==> config.mk <==
export PLATFORM = sky130hd
export DESIGN_NAME = mem_responder
export DESIGN_NICKNAME = d
export VERILOG_FILES = /design/src/rtl/cpu_pkg.sv /design/src/rtl/mem_addr_sel.sv /design/src/rtl/mem_responder.sv
export SDC_FILE = /design/constraint.sdc
export NUM_CORES = 1
export LEC_CHECK = 0
export CORE_ASPECT_RATIO = 1.5
export CORE_MARGIN = 2
export CORE_UTILIZATION = 35
export DETAILED_ROUTE_END_ITERATION = 12
export PLACE_DENSITY = 0.79
export SYNTH_ARGS = -nofsm -noshare
export SYNTH_HDL_FRONTEND = slang
export SYNTH_HIERARCHICAL = 1
export SYNTH_SLANG_ARGS = --single-unit
==> constraint.sdc <==
create_clock -name CLK -period 2 [get_ports CLK]
set_input_delay 0.4 -clock CLK [delete_from_list [all_inputs] [get_ports CLK]]
set_output_delay 0.4 -clock CLK [all_outputs]
set_load 0.005 [all_outputs]
==> src/rtl/cpu_pkg.sv <==
// ============================================================================
// Module  : cpu_pkg
// Purpose : Shared widths and memory-responder state encoding for the CPU.
// Revision: 1.0
// ============================================================================
`default_nettype none

package cpu_pkg;

  localparam int AW_DEF     = 8;
  localparam int DW_DEF     = 16;
  localparam int RD_LAT_MAX = 15;
  localparam int CNT_W      = $clog2(RD_LAT_MAX + 1);

  typedef enum logic [2:0] {
    IDLE     = 3'd0,
    RD_ISSUE = 3'd1,
    RD_WAIT  = 3'd2,
    WR_ISSUE = 3'd3,
    RESP     = 3'd4
  } mem_state_t;

endpackage

`default_nettype wire

==> src/rtl/mem_addr_sel.sv <==
// ============================================================================
// Module  : mem_addr_sel
// Purpose : Combinational bus-cycle source mux (address PC/IRL/SP, data AC/PC).
// Revision: 1.0
// ============================================================================
`default_nettype none

module mem_addr_sel #(
  parameter int AW = 8,
  parameter int DW = 16
) (
  input  logic          fetch,
  input  logic          sp_addr,
  input  logic          do_jsr,
  input  logic [AW-1:0] pc,
  input  logic [AW-1:0] irl,
  input  logic [AW-1:0] sp,
  input  logic [DW-1:0] ac,
  output logic [AW-1:0] addr,
  output logic [DW-1:0] wdata
);

  // Stack access outranks instruction fetch.
  assign addr  = sp_addr ? sp : (fetch ? pc : irl);
  assign wdata = do_jsr ? DW'(pc) : ac;

endmodule

`default_nettype wire

==> src/rtl/mem_responder.sv <==
// ============================================================================
// Module  : mem_responder
// Purpose : Runs fixed-latency read/write cycles on a synchronous RAM for control.
// Revision: 1.0
// ============================================================================
`default_nettype none

module mem_responder
  import cpu_pkg::*;
#(
  parameter int AW     = AW_DEF,
  parameter int DW     = DW_DEF,
  parameter int RD_LAT = 2
) (
  input  logic          CLK,
  input  logic          RESET,
  input  logic          RD_REQ,
  input  logic          WR_REQ,
  input  logic          FETCH,
  input  logic          SP_ADDR,
  input  logic          DO_JSR,
  input  logic [AW-1:0] PC,
  input  logic [AW-1:0] IRL,
  input  logic [AW-1:0] SP,
  input  logic [DW-1:0] AC,
  output logic [AW-1:0] MEM_ADDR,
  output logic [DW-1:0] MEM_WDATA,
  output logic          MEM_WE,
  output logic          MEM_RE,
  input  logic [DW-1:0] MEM_RDATA,
  output logic [DW-1:0] RDATA,
  output logic          ACK,
  output logic          BUSY,
  output logic          ERR
);

  localparam logic [CNT_W-1:0] LAT_LOAD = CNT_W'(RD_LAT - 1);

  logic [AW-1:0] sel_addr;
  logic [DW-1:0] sel_wdata;

  mem_state_t    state_q, state_d;
  logic [CNT_W-1:0] cnt_q, cnt_d;
  logic [AW-1:0] addr_q, addr_d;
  logic [DW-1:0] wdata_q, wdata_d;
  logic [DW-1:0] rdata_q, rdata_d;
  logic          we_q, we_d;
  logic          re_q, re_d;
  logic          ack_q, ack_d;
  logic          busy_q, busy_d;
  logic          err_q, err_d;
  logic          is_wr_q, is_wr_d;

  mem_addr_sel #(
    .AW (AW),
    .DW (DW)
  ) u_sel (
    .fetch   (FETCH),
    .sp_addr (SP_ADDR),
    .do_jsr  (DO_JSR),
    .pc      (PC),
    .irl     (IRL),
    .sp      (SP),
    .ac      (AC),
    .addr    (sel_addr),
    .wdata   (sel_wdata)
  );

  always_comb begin
    state_d = state_q;
    cnt_d   = cnt_q;
    addr_d  = addr_q;
    wdata_d = wdata_q;
    rdata_d = rdata_q;
    busy_d  = busy_q;
    is_wr_d = is_wr_q;
    we_d    = 1'b0;
    re_d    = 1'b0;
    ack_d   = 1'b0;
    err_d   = 1'b0;
    case (state_q)
      IDLE: begin
        if (WR_REQ || RD_REQ) begin
          addr_d  = sel_addr;
          wdata_d = sel_wdata;
          busy_d  = 1'b1;
          is_wr_d = WR_REQ;
          if (WR_REQ) begin
            state_d = WR_ISSUE;
            we_d    = 1'b1;
            err_d   = RD_REQ;
          end else begin
            state_d = RD_ISSUE;
            re_d    = 1'b1;
          end
        end
      end
      WR_ISSUE: begin
        state_d = RESP;
        ack_d   = 1'b1;
      end
      RD_ISSUE: begin
        state_d = RD_WAIT;
        cnt_d   = LAT_LOAD;
      end
      RD_WAIT: begin
        // Counter reaches zero in the cycle MEM_RDATA becomes valid.
        if (cnt_q == '0) begin
          rdata_d = MEM_RDATA;
          ack_d   = 1'b1;
          state_d = RESP;
        end else begin
          cnt_d = cnt_q - 1'b1;
        end
      end
      RESP: begin
        if (!(is_wr_q ? WR_REQ : RD_REQ)) begin
          state_d = IDLE;
          busy_d  = 1'b0;
        end
      end
      default: begin
        state_d = IDLE;
        busy_d  = 1'b0;
      end
    endcase
  end

  always_ff @(posedge CLK or posedge RESET) begin
    if (RESET) begin
      state_q <= IDLE;
      cnt_q   <= '0;
      addr_q  <= '0;
      wdata_q <= '0;
      rdata_q <= '0;
      we_q    <= 1'b0;
      re_q    <= 1'b0;
      ack_q   <= 1'b0;
      busy_q  <= 1'b0;
      err_q   <= 1'b0;
      is_wr_q <= 1'b0;
    end else begin
      state_q <= state_d;
      cnt_q   <= cnt_d;
      addr_q  <= addr_d;
      wdata_q <= wdata_d;
      rdata_q <= rdata_d;
      we_q    <= we_d;
      re_q    <= re_d;
      ack_q   <= ack_d;
      busy_q  <= busy_d;
      err_q   <= err_d;
      is_wr_q <= is_wr_d;
    end
  end

  assign MEM_ADDR  = addr_q;
  assign MEM_WDATA = wdata_q;
  assign MEM_WE    = we_q;
  assign MEM_RE    = re_q;
  assign RDATA     = rdata_q;
  assign ACK       = ack_q;
  assign BUSY      = busy_q;
  assign ERR       = err_q;

endmodule

`default_nettype wire
==> flow_summary.ini, run 1 <==
[worst_hold_path]
hold_class = in2async

[flow_run]
cap_violations = 0

[clock_tree]
clock_path_buffers = 2
post_cts_resized = 0
cts.sinks = 53
cts_root_buffer = clkbuf_8
clock_latency_ns = 0.30
postCtsSetupRepairBufs = 0
clk_pin_slew_worst_paths_ns = 0.09
cts_tree = done
cts_hold_buf = 0
htreeDepth = 2
cts_made_buffers = 5

[yosys]
synth-xor-area-share_pct = 0
synthMuxAreaShare_pct = 28.4
syn_area_per_cell_sq_um = 14.0
yosysTopAreaCell = dfrtp_1
synth_top_family_by_area = multiplexers
syn_nets = 248
synth-simple-area-share_pct = 9.04
syn-cell-area_sq_um = 2570
synthCells = 184
ys_seq_elements = 53
yosys.area_share.adder_pct = 0.486
yosysTopAreaCellShare_pct = 51.5
yosys-top-cells-area = dfrtp_1 (52%), mux2_2 (12%), mux2_4 (12%), mux2i_1 (3.9%), and2b_2 (2.7%)
synthDistinctLibCells = 33
synth_compound_area_share_pct = 4.32
synth_warnings = 6
ys_seq_area_share_pct = 51.5

[sta]
worst_pin_slew_ns = 0.675
slew_viol_final = 0
skew_ns = 0.00452
rsz0062_at_grt = no
setup_viol_count_final = 0
slew_headroom_pct = 54.4
post-route-min-period_ns = 1.70
hold_viol = 0
finalSetupTns_ns = 0
whs_ns = 0.441
fmax_mhz = 589
fin_crit_sh_pct = 84.9

[grt]
grt_pass1_wl_um = 9230
grt_max_degree = 33
antenna_found_initial = 0
grt_pass1_vias = 1859
grt_usage_pct = 15.1
overflow = 0

[die]
dieArea_sq_um = 8070
start_util_pct = 35.9
boundaryPins = 108
fp-row-count = 38
die_h_um = 109
core_sq_um = 7180
die_w_um = 74.0

[power]
powerDensity_nw_per_um2 = 1280
worst_ir_drop_vdd_uv = 725
p_leak_uw = 0.00167

[drt]
wl_um = 5810
drt_iter0_markers = 41
drc = 0
first_pass_iters = 4
ant_nets = 0
post_drt_wl_per_cell_um = 14.8
viasPerCell = 4.55
vias = 1785

[status]
status = completed

[worst_setup_path]
crit_path_start_kind = flop
cp.required_ns = 2.19
critical_path_class = reg2reg
r2r_start = cnt_q[0]
end_kind = flop
crit_arrival_ns = 1.88
setup.worst_path.start = cnt_q[0]
worstPathMaxFanout = 7
rrSetupSlack_ns = 0.30
worstRegToRegCells = 5
r2r-end = state_q[1]
worstSetupEndpoint = state_q[1]

[finish]
diodes = 0
fillCellCount = 627
layout.nets = 356
drive_gt1_share_pct = 25.7
area.growth.synth_to_final_pct = 48.0

[placement]
dpl.hpwl_um = 4420
gp_congestion = 0.783
portBuffers = 107
[sequential cells by signal, indices dropped and copies added (netlist names)]
register and flops:
MEM_WDATA 16, MEM_RE 1, MEM_WE 1, ACK 1, RDATA 16, state_q 3
ERR 1, cnt_q 4, MEM_ADDR 8, is_wr_q 1, BUSY 1
[cell type report]
type | instances | area, sq um | area share [%]
Tap cell | 100 | 125 | 3.28
Clock buffer | 7 | 86.3 | 2.27
Sequential cell | 53 | 1330 | 34.8
Inverter | 5 | 18.8 | 0.493
Multi-Input combinational cell | 114 | 1090 | 28.5
Timing Repair Buffer | 113 | 1170 | 30.6
[cell families after synthesis]
group,Yosys count
fa+ha+maj,1
simple gates,36
buf+inv,17
compound gates,18
flops,53
mux,59
[worst max-delay path: stages, from the launching register on]
cell     delay [ns]
dfrtp_1        0.40
inv_1          0.09
ha_1           0.21
nor3b_4        0.24
and3b_1        0.28
or3_1          0.36
[where the power goes]
part | switching (uW) | leakage [uW] | internal [uW]
combinational | 738 | 0.000978 | 1620
clock | 332 | 0.0000443 | 276
sequential | 329 | 0.000644 | 1580
total | 1400 | 0.00167 | 3470
[synthesized netlist by cell type]
library cell	number
nor3_1	2
nand4_1	1
a21boi_0	1
buf_12	2
buf_8	1
buf_6	6
and3b_1	1
nor2_1	5
inv_1	5
o32ai_1	1
or3_1	1
nand2b_1	1
a21oi_1	2
buf_4	2
nor3b_4	1
mux2_4	21
and2_1	1
o21a_1	1
a21o_1	1
mux2_2	28
dfrtp_1	53
nor4b_1	1
ha_1	1
a31o_2	2
a211oi_1	1
and2b_2	8
nand2_1	10
buf_2	1
nand3_2	1
mux2i_1	10
nor3_2	1
nor3b_1	2
o21ai_0	9
[metrics by stage]
step / power, uW / instance area (sq um) / cells / setup WS, ns / utilization (%)
after detailed placement: 4300 / 3720 / 385 / 0.164 / 51.9
after global routing: 5170 / 3810 / 392 / 0.185 / 53.1
final: 4870 / 3810 / 392 / 0.302 / 53.1
after global placement: 4240 / 3720 / 385 / 0.200 / 51.9
after CTS: 4940 / 3810 / 392 / 0.291 / 53.1
after floorplan: 3200 / 2570 / 184 / 0.314 / -
[cell usage in the layout, fill, tap and decap left out, types with 2 or more instances in the layout]
| cell | n |
|---|---|
| a21oi_1 | 2 |
| a31o_2 | 2 |
| and2b_2 | 8 |
| buf_12 | 4 |
| buf_4 | 2 |
| clkbuf_8 | 6 |
| clkdlybuf4s50_1 | 107 |
| dfrtp_1 | 53 |
| inv_1 | 4 |
| mux2_2 | 28 |
| mux2_4 | 21 |
| mux2i_1 | 10 |
| nand2_1 | 10 |
| nor2_1 | 5 |
| nor3_1 | 2 |
| nor3b_1 | 2 |
| o21ai_0 | 9 |
[worst min path at each step]
stage          cells after the start           to  slack (ns)     start
2_1_floorplan                      1     cnt_q[0]        0.44  cnt_q[0]
3_3_place_gp                       1     cnt_q[0]        0.46  cnt_q[0]
3_5_place_dp                       1     cnt_q[0]        0.48  cnt_q[0]
4_1_cts                            2  MEM_ADDR[6]        0.45     RESET
5_1_grt                            2  MEM_ADDR[6]        0.47     RESET
6_report                           2    RDATA[14]        0.44     RESET
[layer usage]
layer / wire (um) / global-route usage, %
met1: 2240 / 17.5
met2: 3180 / 26.3
met3: 212 / 2.50
met4: 184 / 7.27
met5: 0 / 0
Note: power is estimated with default switching activity, not from simulation.
==> run 2: changes to the inputs <==
clock period = 1.6 ns   (was 2 ns; I/O delays follow)
==> run 2 against run 1 <==
Against the previous run: total power grew 40%; critical path depth grew 1; combinational power grew 50%; core utilization increased by 3.8 points; sequential power grew 23%; sequential share of layout area fell by 2.3 points; clock power is 57% higher; critical path type unchanged; first-iteration DRC count increased by 88%; final cell count increased by 6.1%; non-clock buffer count increased by 23.
==> flow_summary.ini, run 2 (synthesized netlist as in run 1, its figures left out) <==
[status]
status = completed

[drt]
drt_iter0_markers = 77
drc = 0
dr_wl_met3_um = 252
viasPerCell = 4.56
wl_met1_um = 2340
wl_um = 5990
post_drt_wl_per_cell_um = 14.4
ant_nets = 0
vias = 1899
first_pass_iters = 4
maxUsedRoutingLayer = met4
route.met2.wl_um = 3170

[sta]
skew_ns = 0.00366
rsz0062_at_grt = yes
slew_viol_final = 0
finalSetupTns_ns = 0
slew_headroom_pct = 73.5
hold_viol = 0
fin_crit_sh_pct = 98.9
setup_ws_ns = 0.0171
setup_viol_count_final = 0
post-route-min-period_ns = 1.58
fmax_mhz = 632
worst_pin_slew_ns = 0.396

[die]
core_sq_um = 7180
boundaryPins = 108
die_h_um = 109
start_util_pct = 35.9
dieArea_sq_um = 8070
die_w_um = 74.0
fp-row-count = 38

[worst_setup_path]
worstPathMaxFanout = 12
critical_path_class = reg2reg
setup.worst_path.start = cnt_q[1]
worstSetupEndpoint = RDATA[9]
cp_slowest_cell = dfrtp_1
cp.required_ns = 1.80
worstRegToRegCells = 6
rrSetupSlack_ns = 0.02
path_cells = inv_2 -> ha_4 -> nor3b_4 -> nand3_2 -> buf_12 -> mux2_4
end_kind = flop
cp_slowest_stage_delay_ns = 0.41
crit_path_start_kind = flop
r2r_start = cnt_q[1]
r2r-end = RDATA[9]
crit_arrival_ns = 1.78

[placement]
portBuffers = 107
dpl.hpwl_um = 4460
preCtsSetupSlack_ns = -0.119
dp.cells = 397
gp_congestion = 0.817
placed_area_sq_um = 3830

[grt]
grt_usage_pct = 15.8
grt_pass1_vias = 2025
grt_max_degree = 54
antenna_found_initial = 0
grt_pass1_wl_um = 9540
overflow = 0

[power]
combPwrFrac_pct = 51.8
p_seq_share_pct = 34.2
clkPwrFrac_pct = 14.0
p_leak_uw = 0.00180
internal_power_uw = 4910
worst_ir_drop_vdd_uv = 773
swShare_pct = 28.0
powerDensity_nw_per_um2 = 1670
p_sw_uw = 1910
power.total_uw = 6820

[finish]
stdcell_count = 416
drive_gt1_share_pct = 33.2
multiInputGateArea_sq_um = 1110
layout.nets = 379
diodes = 0
layout_commonest_cell = clkdlybuf4s50_1
fillCellCount = 601
fin_area_sq_um = 4080
final_cell_mix = clkdlybuf4s50_1 (107), dfrtp_1 (53), mux2_2 (28)
area.growth.synth_to_final_pct = 58.5
ff_latch_area_sq_um = 1330

[clock_tree]
cts_made_buffers = 5
cts.sinks = 53
clock_latency_ns = 0.31
cts_tree = done
clk_pin_slew_worst_paths_ns = 0.09
cts_hold_buf = 0
cts_root_buffer = clkbuf_8
clock_path_buffers = 2
htreeDepth = 2

[worst_hold_path]
hold_class = in2async

[flow_run]
cap_violations = 0
[run 2: worst max-delay path, delay by kind of cell, from the launching register on]
family	cells	cell delay [ns]
adders and majority gates	1	0.13
buffers and inverters	2	0.28
DFF	1	0.41
muxes	1	0.30
and+or+nand+nor	2	0.36
[run 2: per-layer routing]
| metal | GRT usage, % | vias to the layer above |
|---|---|---|
| met5 | 0 | - |
| met4 | 9.09 | 0 |
| met3 | 3.70 | 20 |
| met2 | 26.9 | 67 |
| met1 | 17.7 | 910 |
| li1 | - | 902 |
[run 2: power by group through the flow]
stage | Sequential (uW) | Combinational [uW] | Clock [uW]
floorplan | 2350 | 1660 | 0
global placement | 2340 | 3120 | 0
detailed placement | 2360 | 3190 | 0
CTS | 2340 | 3350 | 979
global route | 2420 | 3790 | 1030
finish | 2340 | 3530 | 954
[run 2: what timing repair did]
item	CTS	global route
gates resized for setup	2	8
endpoints found under the setup margin	13	32
pin swaps	3	1
endpoints found under the hold margin	0	0
setup buffers	8	2
gates cloned	0	1
[run 2: worst min-delay path by stage]
stage / from / end / slack [ns] / cells after the start
global placement: RDATA[13] / RDATA[13] / 0.49 / 1
floorplan: RESET / ACK / 0.38 / 1
CTS: RESET / RDATA[7] / 0.42 / 3
global route: RESET / ERR / 0.44 / 3
detailed placement: RDATA[12] / RDATA[12] / 0.49 / 1
finish: RESET / RDATA[10] / 0.41 / 3
[run 2: through the flow]
step | hold slack [ns] | utilization [%]
final | 0.409 | 56.8
after global routing | 0.439 | 56.8
after CTS | 0.419 | 55.9
after detailed placement | 0.494 | 53.3
after global placement | 0.489 | 53.3
after floorplan | 0.381 | -
[run 2: final cells by class]
class                   instances  share of cell area [%]
inverters                       5                   0.552
flip-flops and latches         53                    32.5
clock buffers                   7                    2.12
repair buffers                136                    33.7
multi-input cells             114                    27.3
well taps                     100                    3.07
clock inverters                 1                   0.736
==> run 3: changes to the inputs <==
ABC_AREA = 1   (was default)
CELL_PAD_IN_SITES_DETAIL_PLACEMENT = 1   (was default)
CELL_PAD_IN_SITES_GLOBAL_PLACEMENT = 2   (was default)
CORE_UTILIZATION = 23   (was 35)
PLACE_DENSITY = 0.9   (was 0.79)
==> run 3 against run 2 <==
Against the previous run: register-to-register slack better by 0.08 ns; core utilization fell by 21 points; first-iteration DRC count shrank 44%; global-route usage down 3.2 points; via count grew 25%; final area is 1.6% lower; synthesized cell count up 81%; count of clock-buffer cells in the layout is the same; critical endpoint is now RDATA[6]; largest power group unchanged; highest routed layer unchanged.
==> flow_summary.ini, run 3 <==
[clock_tree]
clock_latency_ns = 0.29
cts_made_buffers = 5
clock_path_buffers = 2
cts.sinks = 53
cts_root_buffer = clkbuf_16
cts_hold_buf = 0
htreeDepth = 2
clk_pin_slew_worst_paths_ns = 0.07
cts_tree = done
post_cts_resized = 0
postCtsSetupRepairBufs = 0

[yosys]
synthCells = 333
ys_seq_area_share_pct = 50.7
yosysTopAreaCellShare_pct = 50.7
syn_nets = 397
synth_ff_type = dfrtp_1
ys_seq_elements = 53
synth_most_common_cell = nand2_1
yosys-top-cells-area = dfrtp_1 (51%), nand2_1 (19%), inv_1 (6.9%), o21ai_2 (5.7%), nor2_1 (3.2%)
synthDistinctLibCells = 21
ys_top_cells_by_count = nand2_1 (134), dfrtp_1 (53), inv_1 (48)
syn-cell-area_sq_um = 2610
async_reset_ff_share_pct = 100
synth_edf_count = 0
yosysTopAreaCell = dfrtp_1
syn_area_per_cell_sq_um = 7.85
synth_warnings = 6

[placement]
gp_congestion = 0.795
portBuffers = 107
dpl.hpwl_um = 6000

[die]
boundaryPins = 108
core_sq_um = 11100
dieArea_sq_um = 12300
die_w_um = 91.0
fp-row-count = 47
die_h_um = 135
start_util_pct = 23.6

[status]
status = completed

[finish]
drive_gt1_share_pct = 12.4
final_cell_mix = nand2_1 (134), clkdlybuf4s50_1 (107), dfrtp_1 (53)
fillCellCount = 1378
area.growth.synth_to_final_pct = 53.6
layout.nets = 506
fin_util_pct = 36.3
layout_commonest_cell = nand2_1
diodes = 0

[drt]
viasPerCell = 4.02
drc = 0
first_pass_iters = 4
vias = 2371
drt_iter0_markers = 43
ant_nets = 0
post_drt_wl_per_cell_um = 12.7
wl_um = 7480

[worst_setup_path]
cp_slowest_cell = dfrtp_1
worstRegToRegCells = 7
r2r-end = RDATA[6]
crit_family = simple AND/OR/NAND/NOR gates
r2r_start = cnt_q[0]
critical_path_class = reg2reg
cp.buffers_inverters = 2
crit_arrival_ns = 1.68
cp_slowest_stage_delay_ns = 0.39
cp.required_ns = 1.78
worstPathMaxFanout = 34
crit_path_start_kind = flop
setup.worst_path.start = cnt_q[0]
rrSetupSlack_ns = 0.1
path_cells = inv_2 -> ha_2 -> nand3_1 -> or2_1 -> buf_12 -> nand2_1 -> o21ai_2
end_kind = flop

[sta]
rsz0062_at_grt = no
worst_pin_slew_ns = 0.354
post-route-min-period_ns = 1.50
slew_headroom_pct = 76.3
whs_ns = 0.435
slew_viol_final = 0
setup_viol_count_final = 0
hold_viol = 0
skew_ns = 0.00720
fin_crit_sh_pct = 94.1
fmax_mhz = 665

[grt]
antenna_found_initial = 0
grt_usage_pct = 12.7
grt_pass1_wl_um = 12300
overflow = 0
grt_max_degree = 54
grt_pass1_vias = 2629

[power]
powerDensity_nw_per_um2 = 1570
p_leak_uw = 0.00201
worst_ir_drop_vdd_uv = 463
power.total_uw = 6320

[worst_hold_path]
hold_class = in2async

[flow_run]
cap_violations = 0
-- run 3: cell count changes in the layout (fill, tap and decap cells not counted), sizes merged, moves of 3 or more --
cell | before | now
a21oi | 2 | 8
and2b | 8 | 0
buf | 28 | 7
inv | 4 | 50
mux2 | 49 | 0
mux2i | 10 | 0
nand2 | 10 | 140
nand3 | 1 | 16
nor2 | 5 | 27
nor3b | 3 | 0
o21ai | 9 | 20
-- run 3: logic make-up after synthesis --
family	count (synthesis)	share of synthesized area (%)
adder cells (fa/ha/maj)	1	0.479
buffers and inverters	64	11.2
flip-flops	53	50.7
AO/OA/AOI/OAI	28	8.38
AND/OR/NAND/NOR	186	28.9
XOR/XNOR	1	0.335
-- run 3: worst max path at each step --
stage,slack [ns],cells past startpoint,end
after CTS,0.02,7,RDATA[6]
after global placement,0.05,5,MEM_ADDR[6]
final,0.1,7,RDATA[6]
after detailed placement,-0.01,5,MEM_WDATA[4]
after floorplan,0.17,8,RDATA[3]
after global routing,0.01,7,RDATA[6]
-- run 3: power breakdown --
part | leakage [uW] | internal (uW) | switching (uW)
registers | 0.000663 | 1940 | 363
clock network | 0.0000799 | 663 | 472
logic | 0.00127 | 1560 | 1310
-- run 3: per-stage QoR --
stage               area, sq um  TNS, ns  cells  setup WS, ns
global placement           3850        0    582        0.0545
CTS                        4010        0    590        0.0206
finish                     4020        0    590        0.0951
floorplan                  2620        0    333         0.168
detailed placement         3850  -0.0127    582       -0.0127
global route               4020        0    590        0.0133
-- run 3: layout make-up --
cell class	count	area [sq um]	share of cell area, %
flip-flops and latches	53	1330	33.0
repair buffers	114	1150	28.6
multi-input cells	216	998	24.9
inverters	52	200	4.99
well taps	147	184	4.58
clock buffers	7	153	3.80
clock inverters	1	5.00	0.125
-- run 3: worst register-to-register path: stages (launching register included) --
cell and delay (ns):
dfrtp_1 0.39, inv_2 0.09, ha_2 0.19, nand3_1 0.10, or2_1 0.27, buf_12 0.18, nand2_1 0.12, o21ai_2 0.06
-- run 3: per-layer routing --
layer | vias to the layer above | part of all wire [%] | track usage, %
li1 | 1204 | - | -
met1 | 1075 | 38 | 12.7
met2 | 85 | 54 | 24.7
met3 | 7 | 6.4 | 3.57
met4 | 0 | 1.8 | 4.29
met5 | - | 0 | 0
